## config.mk

```make
export PLATFORM = sky130hd
export DESIGN_NAME = fm_discriminator
export DESIGN_NICKNAME = d
export VERILOG_FILES = /design/src/rtl/fm_demod_pkg.sv /design/src/rtl/fm_discriminator_phase_delta.sv /design/src/rtl/fm_discriminator.sv
export SDC_FILE = /design/constraint.sdc
export NUM_CORES = 1
export LEC_CHECK = 0
export ABC_AREA = 0
export CORE_ASPECT_RATIO = 0.5
export CORE_MARGIN = 2
export CORE_UTILIZATION = 59
export CTS_CLUSTER_SIZE = 24
export DETAILED_ROUTE_END_ITERATION = 8
export MAX_ROUTING_LAYER = met4
export PLACE_DENSITY = 0.9
export SYNTH_ARGS = -nofsm -noshare
export SYNTH_HDL_FRONTEND = slang
export SYNTH_HIERARCHICAL = 1
export SYNTH_SLANG_ARGS = --single-unit
```

## constraint.sdc

```tcl
create_clock -name s00_axis_aclk -period 8.1 [get_ports s00_axis_aclk]
set_input_delay 2.025 -clock s00_axis_aclk [delete_from_list [all_inputs] [get_ports s00_axis_aclk]]
set_output_delay 2.025 -clock s00_axis_aclk [all_outputs]
set_load 0.005 [all_outputs]
```

## src/rtl/fm_demod_pkg.sv

```systemverilog
// Shared types and constants for the FM demodulator chain.
//   angle_t      : signed 32-bit phase, full circle = 2^32
//   mag_t        : unsigned 32-bit magnitude
//   disc_state_t : discriminator priming state
//   MAG_LSB / ANGLE_LSB : field offsets inside the CORDIC output beat
package fm_demod_pkg;

  localparam longint unsigned ANGLE_FULL_SCALE = 64'h0000_0001_0000_0000;
  localparam int ANGLE_W   = $clog2(ANGLE_FULL_SCALE);
  localparam int MAG_W     = 32;
  localparam int MAG_LSB   = 0;
  localparam int ANGLE_LSB = 32;

  typedef logic signed [ANGLE_W-1:0] angle_t;
  typedef logic        [MAG_W-1:0]   mag_t;

  typedef enum logic [0:0] {
    PRIME = 1'b0,
    RUN   = 1'b1
  } disc_state_t;

  // Phase difference taken modulo the full circle; the signed result is the
  // shortest rotation, so crossing +/-pi needs no special handling.
  function automatic angle_t wrap_delta(input angle_t cur, input angle_t prev);
    return cur - prev;
  endfunction

endpackage

```

## src/rtl/fm_discriminator_phase_delta.sv

```systemverilog
// Per-beat phase differentiator with magnitude squelch.
//   clk, reset   : clock, synchronous active-high reset
//   beat_accept  : an input beat is consumed this cycle
//   angle, mag   : fields of the current beat
//   thresh       : squelch threshold (0 disables)
//   delta        : wrapped phase delta of the current beat (0 when priming/squelched)
//   squelch      : current beat is below the threshold
module fm_discriminator_phase_delta
  import fm_demod_pkg::*;
(
  input  logic   clk,
  input  logic   reset,
  input  logic   beat_accept,
  input  angle_t angle,
  input  mag_t   mag,
  input  mag_t   thresh,
  output angle_t delta,
  output logic   squelch
);

  disc_state_t state_r;
  disc_state_t state_next_s;
  angle_t      prev_angle_r;
  angle_t      raw_delta_s;

  // State register and previous-angle history
  always_ff @(posedge clk) begin
    if (reset) begin
      state_r      <= PRIME;
      prev_angle_r <= {ANGLE_W{1'b0}};
    end else begin
      state_r <= state_next_s;
      if (beat_accept) begin
        // squelched beats still advance the history so the next delta is clean
        prev_angle_r <= angle;
      end else begin
        prev_angle_r <= prev_angle_r;
      end
    end
  end

  // Next-state and delta/squelch decode
  always_comb begin
    state_next_s = state_r;
    raw_delta_s  = {ANGLE_W{1'b0}};
    squelch      = (mag < thresh);
    case (state_r)
      PRIME: begin
        // first beat has no predecessor: contributes zero delta
        raw_delta_s = {ANGLE_W{1'b0}};
        if (beat_accept) begin
          state_next_s = RUN;
        end else begin
          state_next_s = PRIME;
        end
      end
      RUN: begin
        raw_delta_s  = wrap_delta(angle, prev_angle_r);
        state_next_s = RUN;
      end
      default: begin
        raw_delta_s  = {ANGLE_W{1'b0}};
        state_next_s = PRIME;
      end
    endcase
    if (squelch) begin
      delta = {ANGLE_W{1'b0}};
    end else begin
      delta = raw_delta_s;
    end
  end

endmodule

```

## src/rtl/fm_discriminator.sv

```systemverilog
// FM discriminator: phase differentiation, squelch and accumulate-and-dump
// decimation by 2^C_LOG2_DECIMATION of the CORDIC magnitude/angle stream.
//   s00_axis_* : input stream, tdata[31:0] magnitude, tdata[63:32] angle
//   m00_axis_* : output stream, one signed averaged phase delta per block
//   squelch_thresh : unsigned magnitude threshold (0 disables)
//   squelch_active : squelch decision of the most recent accepted beat
module fm_discriminator
  import fm_demod_pkg::*;
#(
  parameter int C_S00_AXIS_TDATA_WIDTH = 64,
  parameter int C_M00_AXIS_TDATA_WIDTH = 32,
  parameter int C_LOG2_DECIMATION      = 3
) (
  input  logic                                s00_axis_aclk,
  input  logic                                s00_axis_areset,
  input  logic                                s00_axis_tvalid,
  input  logic                                s00_axis_tlast,
  input  logic [C_S00_AXIS_TDATA_WIDTH-1:0]   s00_axis_tdata,
  input  logic [C_S00_AXIS_TDATA_WIDTH/8-1:0] s00_axis_tstrb,
  output logic                                s00_axis_tready,
  input  logic                                m00_axis_tready,
  output logic                                m00_axis_tvalid,
  output logic                                m00_axis_tlast,
  output logic [C_M00_AXIS_TDATA_WIDTH-1:0]   m00_axis_tdata,
  output logic [C_M00_AXIS_TDATA_WIDTH/8-1:0] m00_axis_tstrb,
  input  logic [31:0]                         squelch_thresh,
  output logic                                squelch_active
);

  localparam int L  = C_LOG2_DECIMATION;
  localparam int D  = 1 << L;
  localparam int AW = ANGLE_W + L;
  localparam int CW = (L > 0) ? L : 1;

  logic                 beat_accept_s;
  logic                 last_beat_s;
  angle_t               angle_s;
  mag_t                 mag_s;
  angle_t               delta_s;
  logic                 squelch_s;
  logic signed [AW-1:0] acc_r;
  logic signed [AW-1:0] delta_ext_s;
  logic signed [AW-1:0] acc_sum_s;
  logic signed [AW-1:0] acc_avg_s;
  logic [CW-1:0]        cnt_r;
  logic                 tlast_flag_r;
  logic                 unused_bits_s;

  assign angle_s = angle_t'(s00_axis_tdata[ANGLE_LSB +: ANGLE_W]);
  assign mag_s   = s00_axis_tdata[MAG_LSB +: MAG_W];

  // Stall the input only while a produced sample is waiting downstream
  assign s00_axis_tready = ~(m00_axis_tvalid & ~m00_axis_tready);
  assign beat_accept_s   = s00_axis_tvalid & s00_axis_tready;
  assign last_beat_s     = (cnt_r == CW'(D - 1));

  assign delta_ext_s = AW'(delta_s);
  assign acc_sum_s   = acc_r + delta_ext_s;
  assign acc_avg_s   = acc_sum_s >>> L;

  assign m00_axis_tstrb = {(C_M00_AXIS_TDATA_WIDTH/8){1'b1}};
  assign unused_bits_s  = ^{s00_axis_tstrb, acc_avg_s};

  fm_discriminator_phase_delta u_phase_delta (
    .clk         (s00_axis_aclk),
    .reset       (s00_axis_areset),
    .beat_accept (beat_accept_s),
    .angle       (angle_s),
    .mag         (mag_s),
    .thresh      (squelch_thresh),
    .delta       (delta_s),
    .squelch     (squelch_s)
  );

  // Block accumulator, beat counter, tlast flag and squelch status
  always_ff @(posedge s00_axis_aclk) begin
    if (s00_axis_areset) begin
      acc_r          <= {AW{1'b0}};
      cnt_r          <= {CW{1'b0}};
      tlast_flag_r   <= 1'b0;
      squelch_active <= 1'b0;
    end else if (beat_accept_s) begin
      squelch_active <= squelch_s;
      if (last_beat_s) begin
        acc_r        <= {AW{1'b0}};
        cnt_r        <= {CW{1'b0}};
        tlast_flag_r <= 1'b0;
      end else begin
        acc_r        <= acc_sum_s;
        cnt_r        <= cnt_r + {{(CW-1){1'b0}}, 1'b1};
        tlast_flag_r <= tlast_flag_r | s00_axis_tlast;
      end
    end else begin
      acc_r          <= acc_r;
      cnt_r          <= cnt_r;
      tlast_flag_r   <= tlast_flag_r;
      squelch_active <= squelch_active;
    end
  end

  // Output register: a dump reloads it even while the old sample is leaving
  always_ff @(posedge s00_axis_aclk) begin
    if (s00_axis_areset) begin
      m00_axis_tvalid <= 1'b0;
      m00_axis_tlast  <= 1'b0;
      m00_axis_tdata  <= {C_M00_AXIS_TDATA_WIDTH{1'b0}};
    end else if (beat_accept_s && last_beat_s) begin
      m00_axis_tvalid <= 1'b1;
      m00_axis_tlast  <= tlast_flag_r | s00_axis_tlast;
      m00_axis_tdata  <= acc_avg_s[C_M00_AXIS_TDATA_WIDTH-1:0];
    end else if (m00_axis_tready) begin
      m00_axis_tvalid <= 1'b0;
      m00_axis_tlast  <= 1'b0;
      m00_axis_tdata  <= m00_axis_tdata;
    end else begin
      m00_axis_tvalid <= m00_axis_tvalid;
      m00_axis_tlast  <= m00_axis_tlast;
      m00_axis_tdata  <= m00_axis_tdata;
    end
  end

endmodule

```

After elaboration in Yosys (flattened, before gate mapping)
Index checks and enable logic that the tools add are counted.
- bitwise gates (word level): 6
- eq/ne operators: 1
- multiplexer cells: 10
- magnitude comparators: 1
- add/subtract/negate cells: 3
- reduce and logical (&&, ||, !) cells: 2
- operator list (operator ; count):
    $pmux W32 S2 ; 1
    $add A35 B32 Y35 ; 1
    $mux W35 ; 1
    $lt A32 B32 Y1 ; 1
    $mux W32 ; 1
    $sub A32 B32 Y32 ; 1
    $mux W1 ; 5
    $add A3 B1 Y3 const B ; 1
    $eq A3 B3 Y1 const B ; 1
    $mux W3 ; 1
    $not A1 Y1 ; 3
    $and A1 B1 Y1 ; 2
    $pmux W1 S2 ; 1
    $reduce_bool A2 Y1 ; 1
    $logic_and A1 B1 Y1 ; 1
    $or A1 B1 Y1 ; 1
- logic and storage cells: 32
- output and inout bits: 40
- flip-flop bits (word level): 107

Longest topological paths before layout
Gate-level depths: netlist of the first run.
- depth in word-level cells: 6
- mapped depth: 22
- depth with buffers taken out: 21

Hierarchy
Netlist of the first run, hierarchy kept.
- modules (own cells, without submodules) (module ; area each (sq um) ; times used ; seq. area each (sq um) ; cells an instance):
    fm_discriminator ; 4839.6 ; 1 ; 1481.4 ; 607
    fm_discriminator_phase_delta ; 3980.1 ; 1 ; 660.6 ; 526

Worst setup path before layout of the first run
No wires, ideal clock.
- path kind: input port to flip-flop
- from: in squelch_thresh[21]
- to: reg m00_axis_tdata[25]
- required time: 7.978 ns
- cell stages on the path: 22
- path slack: 2.339 ns
- arrival time: 5.639 ns
- cells stage by stage: inv_1 > ha_1 > a21oi_1 > o21ai_0 > o21ai_0 > a21oi_1 > a211oi_1 > o21ai_0 > nand2_1 > buf_1 > nor2_1 > ha_1 > inv_1 > fa_1 > and2b_1 > o2111ai_1 > a21oi_2 > nor2_4 > o31ai_4 > a21oi_1 > and4_1 > a311o_1
- longest elaborated chain between the ends: 3
- ends and longest elaborated chain (element ; line ; RTL):
    start, declared ; fm_discriminator.sv:26 ; input logic [31:0] squelch_thresh,
    $lt A32 B32 Y1 ; fm_discriminator_phase_delta.sv:46 ; squelch = (mag < thresh);
    $mux W32 ; fm_discriminator_phase_delta.sv:66 ; if (squelch) begin
    net delta_s[0] ; fm_discriminator.sv:39 ; angle_t delta_s;
    $add A35 B32 Y35 ; fm_discriminator.sv:58 ; assign acc_sum_s = acc_r + delta_ext_s;
    end signal, assigned ; fm_discriminator.sv:106 ; m00_axis_tdata <= {C_M00_AXIS_TDATA_WIDTH{1'b0}};
    end signal, assigned ; fm_discriminator.sv:110 ; m00_axis_tdata <= acc_avg_s[C_M00_AXIS_TDATA_WIDTH-1:0];
    end signal, assigned ; fm_discriminator.sv:114 ; m00_axis_tdata <= m00_axis_tdata;
    end, declared ; fm_discriminator.sv:24 ; output logic [C_M00_AXIS_TDATA_WIDTH-1:0] m00_axis_tdata,
The timed path passes the listed nets, and every way through them passes these cells.
A chain may end at the register's enable or synchronous reset.

Worst setup path in the final report of the first run
- from: in squelch_thresh[23]
- to: reg m00_axis_tdata[15]
Same word-level chain as after synthesis.

==> impl_metrics.ini, run 1 <==
[pwr]
p_int_uw = 935
comb_power_share_pct = 28.6
powerDensity_mw_per_mm2 = 134
ir_drop_v = 0.0000839
switching_power_uw = 457
p_clk_share_pct = 31.4
seqPwrFrac_pct = 40.0
leakage_nw = 4.57
swShare_pct = 32.8

[detailed_routing]
drt_iter0_drc = 822
drc_errors = 0
vias = 8624
via_per_inst = 6.03
post_drt_wl_per_cell_um = 17.7
drt_wl_total_um = 25300
firstDrtPassIters = 6
drtAntennaViolNets = 0

[clock_network]
clock_latency_ps = 350
cts_tree = done
clk_pin_slew_ps = 80
post_cts_buffers = 0
cts_sinks = 107
root_buffer = clkbuf_16
cts_resized = 0
ctsLongestPathBuffers = 2
h-tree-depth = 3
cts_hold_buf = 0
numCtsBuffers = 9

[worst_setup_path]
cpPeakStageDelay_ps = 670
cp_common_cell = o21ai_0
worstPathMaxFanout = 21
critPathLaunchType = input port
critPathKind = in -> reg
cp.required_ps = 8400
end_kind = register
cp_slowest_cell = nand2_1
reg2regPathDepth = 18
path_cells = clkdlybuf4s50_1, inv_1, ha_1, nand2_1, o21ai_0, o21ai_0, a21oi_1, a211oi_1, o21ai_0, nand2_1, nor2_1, ha_1, inv_1, fa_1, and2b_1, o2111ai_1, a21oi_2, nor2_4, o21ai_1, a31oi_2, mux2i_1, a31o_1
cp.arrival_ps = 7620

[timing]
setup_viol_count_final = 0
setup_slack_ps = 777
skew_ps = 12.0
rsz0062_at_grt = false
clock.fmax_mhz = 137
finalCriticalPeriod_ps = 7320
relSlewSlack_pct = 29.8
fin_crit_sh_pct = 90.4
finalHoldViolations = 0
tns_ps = 0
slew_viol_final = 0
tightest_slew_ps = 1050

[place]
dp_worst_setup_slack_ps = 527
hpwl_um = 19300
place_area_mm2 = 0.0101
gp_congestion = 0.988
port_buffers = 136

[floorplanning]
core_mm2 = 0.0145
initial_core_util_pct = 60.6
die_h_um = 90.5
std_cell_rows = 31
die_area_mm2 = 0.0160
io_pins = 149
die_w_um = 177

[flow_run]
timing.max_cap.violations = 0

[global_route]
antenna_found_initial = 1
grt-ovfl-total = 0
grt_pass1_wl_um = 41000
grt_max_degree = 55
grt_pass1_vias = 8270
grtUsageTotal_pct = 32.4

[finish]
nFillCells = 1128
finalInstanceArea_mm2 = 0.0104
drive_gt1_share_pct = 4.22
syn_to_final_growth_pct = 18.1
fin_nets = 1436

[min_path]
hold_class = reg -> reg
holdPathStages = 2

[synthesis]
ys_types = 91
postSynth.asyncResetShare_pct = 0
yosys_warnings = 6
synthCells = 1133
syn_area_mm2 = 0.00882
synth-seq-cells = 107
synthFlopType = dfxtp_1
ys_seq_area_share_pct = 24.3
synth_edf_count = 0
avgSynthCellArea_um2 = 7.78

[outcome]
run_status = complete, no violations
[layout make-up]
class                           instances  area [um^2]  area share (%)
Multi-Input combinational cell        884         6030            57.9
Clock inverter                          6         61.3           0.588
Inverter                               82          308            2.95
Clock buffer                           10          229            2.20
Tap cell                              198          248            2.38
Antenna cell                            1         2.50          0.0240
Sequential cell                       107         2140            20.6
Timing Repair Buffer                  142         1400            13.4
[flip-flops by register name, summed over array words and instances (netlist names)]
register / flops
acc_r: 35
cnt_r: 3
m00_axis_tdata: 32
m00_axis_tlast: 1
m00_axis_tvalid: 1
squelch_active: 1
tlast_flag_r: 1
u_phase_delta/prev_angle_r: 32
u_phase_delta/state_r: 1
[cells by family (layout without fill, tap and decap cells)]
logic type	count (synthesis)	after routing	share of synthesized area (%)
other	1	5	0.0425
buffers and inverters	145	240	7.52
AOI/OAI and AO/OA	326	326	24.6
and+or+nand+nor	360	360	19.4
muxes	34	34	3.86
adders and majority gates	101	101	14.5
DFF	107	107	24.3
xor gates and xnor gates	59	59	5.86
[critical path, delay by kind of cell]
| kind | cells | cell delay [ps] |
|---|---|---|
| AOI/OAI and AO/OA | 10 | 2310 |
| adders and majority gates | 3 | 950 |
| buffers and inverters | 3 | 600 |
| muxes | 1 | 370 |
| and+or+nand+nor | 5 | 1340 |
[synthesized netlist by cell type, types with 6 or more instances]
| master | n | area (um^2) |
|---|---|---|
| nand2_1 | 118 | 443 |
| nor2_1 | 116 | 435 |
| a21oi_1 | 107 | 536 |
| dfxtp_1 | 107 | 2140 |
| ha_1 | 99 | 1240 |
| inv_1 | 80 | 300 |
| o21ai_0 | 47 | 235 |
| a21o_1 | 40 | 300 |
| mux2i_1 | 34 | 340 |
| xnor2_1 | 33 | 289 |
| clkbuf_1 | 31 | 116 |
| xor2_1 | 26 | 228 |
| nand3_1 | 22 | 110 |
| nand4_1 | 19 | 119 |
| a31oi_1 | 18 | 113 |
| nor3_1 | 18 | 90.1 |
| buf_2 | 13 | 65.1 |
| o21a_1 | 12 | 90.1 |
| a211oi_1 | 11 | 82.6 |
| and3_1 | 11 | 68.8 |
| o21ai_1 | 11 | 55.1 |
| a22oi_1 | 10 | 75.1 |
| nor4_1 | 9 | 56.3 |
| a22o_1 | 8 | 70.1 |
| o21bai_1 | 7 | 52.6 |
| and4_1 | 6 | 52.6 |
| buf_4 | 6 | 45.0 |
| nand3b_1 | 6 | 45.0 |
| nor2b_1 | 6 | 37.5 |
[layout by cell type (no fill, tap or decap), types with 3 or more instances in the layout]
cell,instances
a211oi_1,11
a21o_1,40
a21oi_1,107
a22o_1,8
a22oi_1,10
a311o_1,4
a31o_2,3
a31oi_1,18
and2_1,5
and3_1,11
and4_1,6
buf_4,6
clkbuf_16,9
clkdlybuf4s50_1,135
conb_1,4
dfxtp_1,107
ha_1,99
inv_1,80
mux2i_1,34
nand2_1,118
nand2b_1,3
nand3_1,22
nand3b_1,6
nand4_1,19
nor2_1,115
nor2b_1,6
nor3_1,18
nor4_1,9
o211ai_1,5
o21a_1,12
o21ai_0,47
o21ai_1,11
o21bai_1,7
o31ai_1,4
or3_1,4
xnor2_1,33
xor2_1,26
[final timing paths]
| check | startpoint | endpoint | slack, ps |
|---|---|---|---|
| worst max-delay path | squelch_thresh[23] | m00_axis_tdata[15]$_SDFFE_PP0P_ | 780 |
| worst min register to register | acc_r[18]$_SDFFE_PP0P_ | acc_r[18]$_SDFFE_PP0P_ | 460 |
| worst min-delay path | acc_r[18]$_SDFFE_PP0P_ | acc_r[18]$_SDFFE_PP0P_ | 460 |
| worst max register to register | u_phase_delta/prev_angle_r[0]$_SDFFE_PP0P_ | acc_r[34]$_SDFFE_PP0P_ | 3190 |
[metrics by stage]
| stage | power, mW | instances | hold slack (ps) | utilization (%) |
|---|---|---|---|---|
| after floorplan | 0.840 | 1136 | 429 | - |
| after global placement | 0.938 | 1413 | 442 | 69.6 |
| after detailed placement | 0.954 | 1413 | 449 | 69.6 |
| after CTS | 1.39 | 1429 | 458 | 71.6 |
| after global routing | 1.46 | 1430 | 478 | 71.6 |
| final | 1.39 | 1430 | 456 | 71.6 |
[layer usage]
layer	global-route usage [%]	vias to the layer above	routed length, um
li1	-	4202	-
met1	42.2	4011	11300
met2	52.2	379	11200
met3	6.52	32	2370
met4	6.82	0	369
met5	-	-	0
[power by group through the flow]
stage,Clock (mW),Sequential [mW],Combinational (mW)
3_5_place_dp,0,0.569,0.384
4_1_cts,0.445,0.557,0.389
5_1_grt,0.467,0.560,0.437
2_1_floorplan,0,0.566,0.274
6_report,0.437,0.557,0.398
3_3_place_gp,0,0.568,0.370
Note: power is estimated with default switching activity, not from simulation.
==> run 2: changes to the inputs <==
SETUP_SLACK_MARGIN = 0.1   (was unset)
==> results of run 2 <==
The final DEF is identical to that of run 1; final timing and power are the same.
==> run 3: changes to the inputs <==
CTS_CLUSTER_SIZE = unset   (was 24)
==> results of run 3 <==
The final DEF is identical to that of run 1; final timing and power are the same.
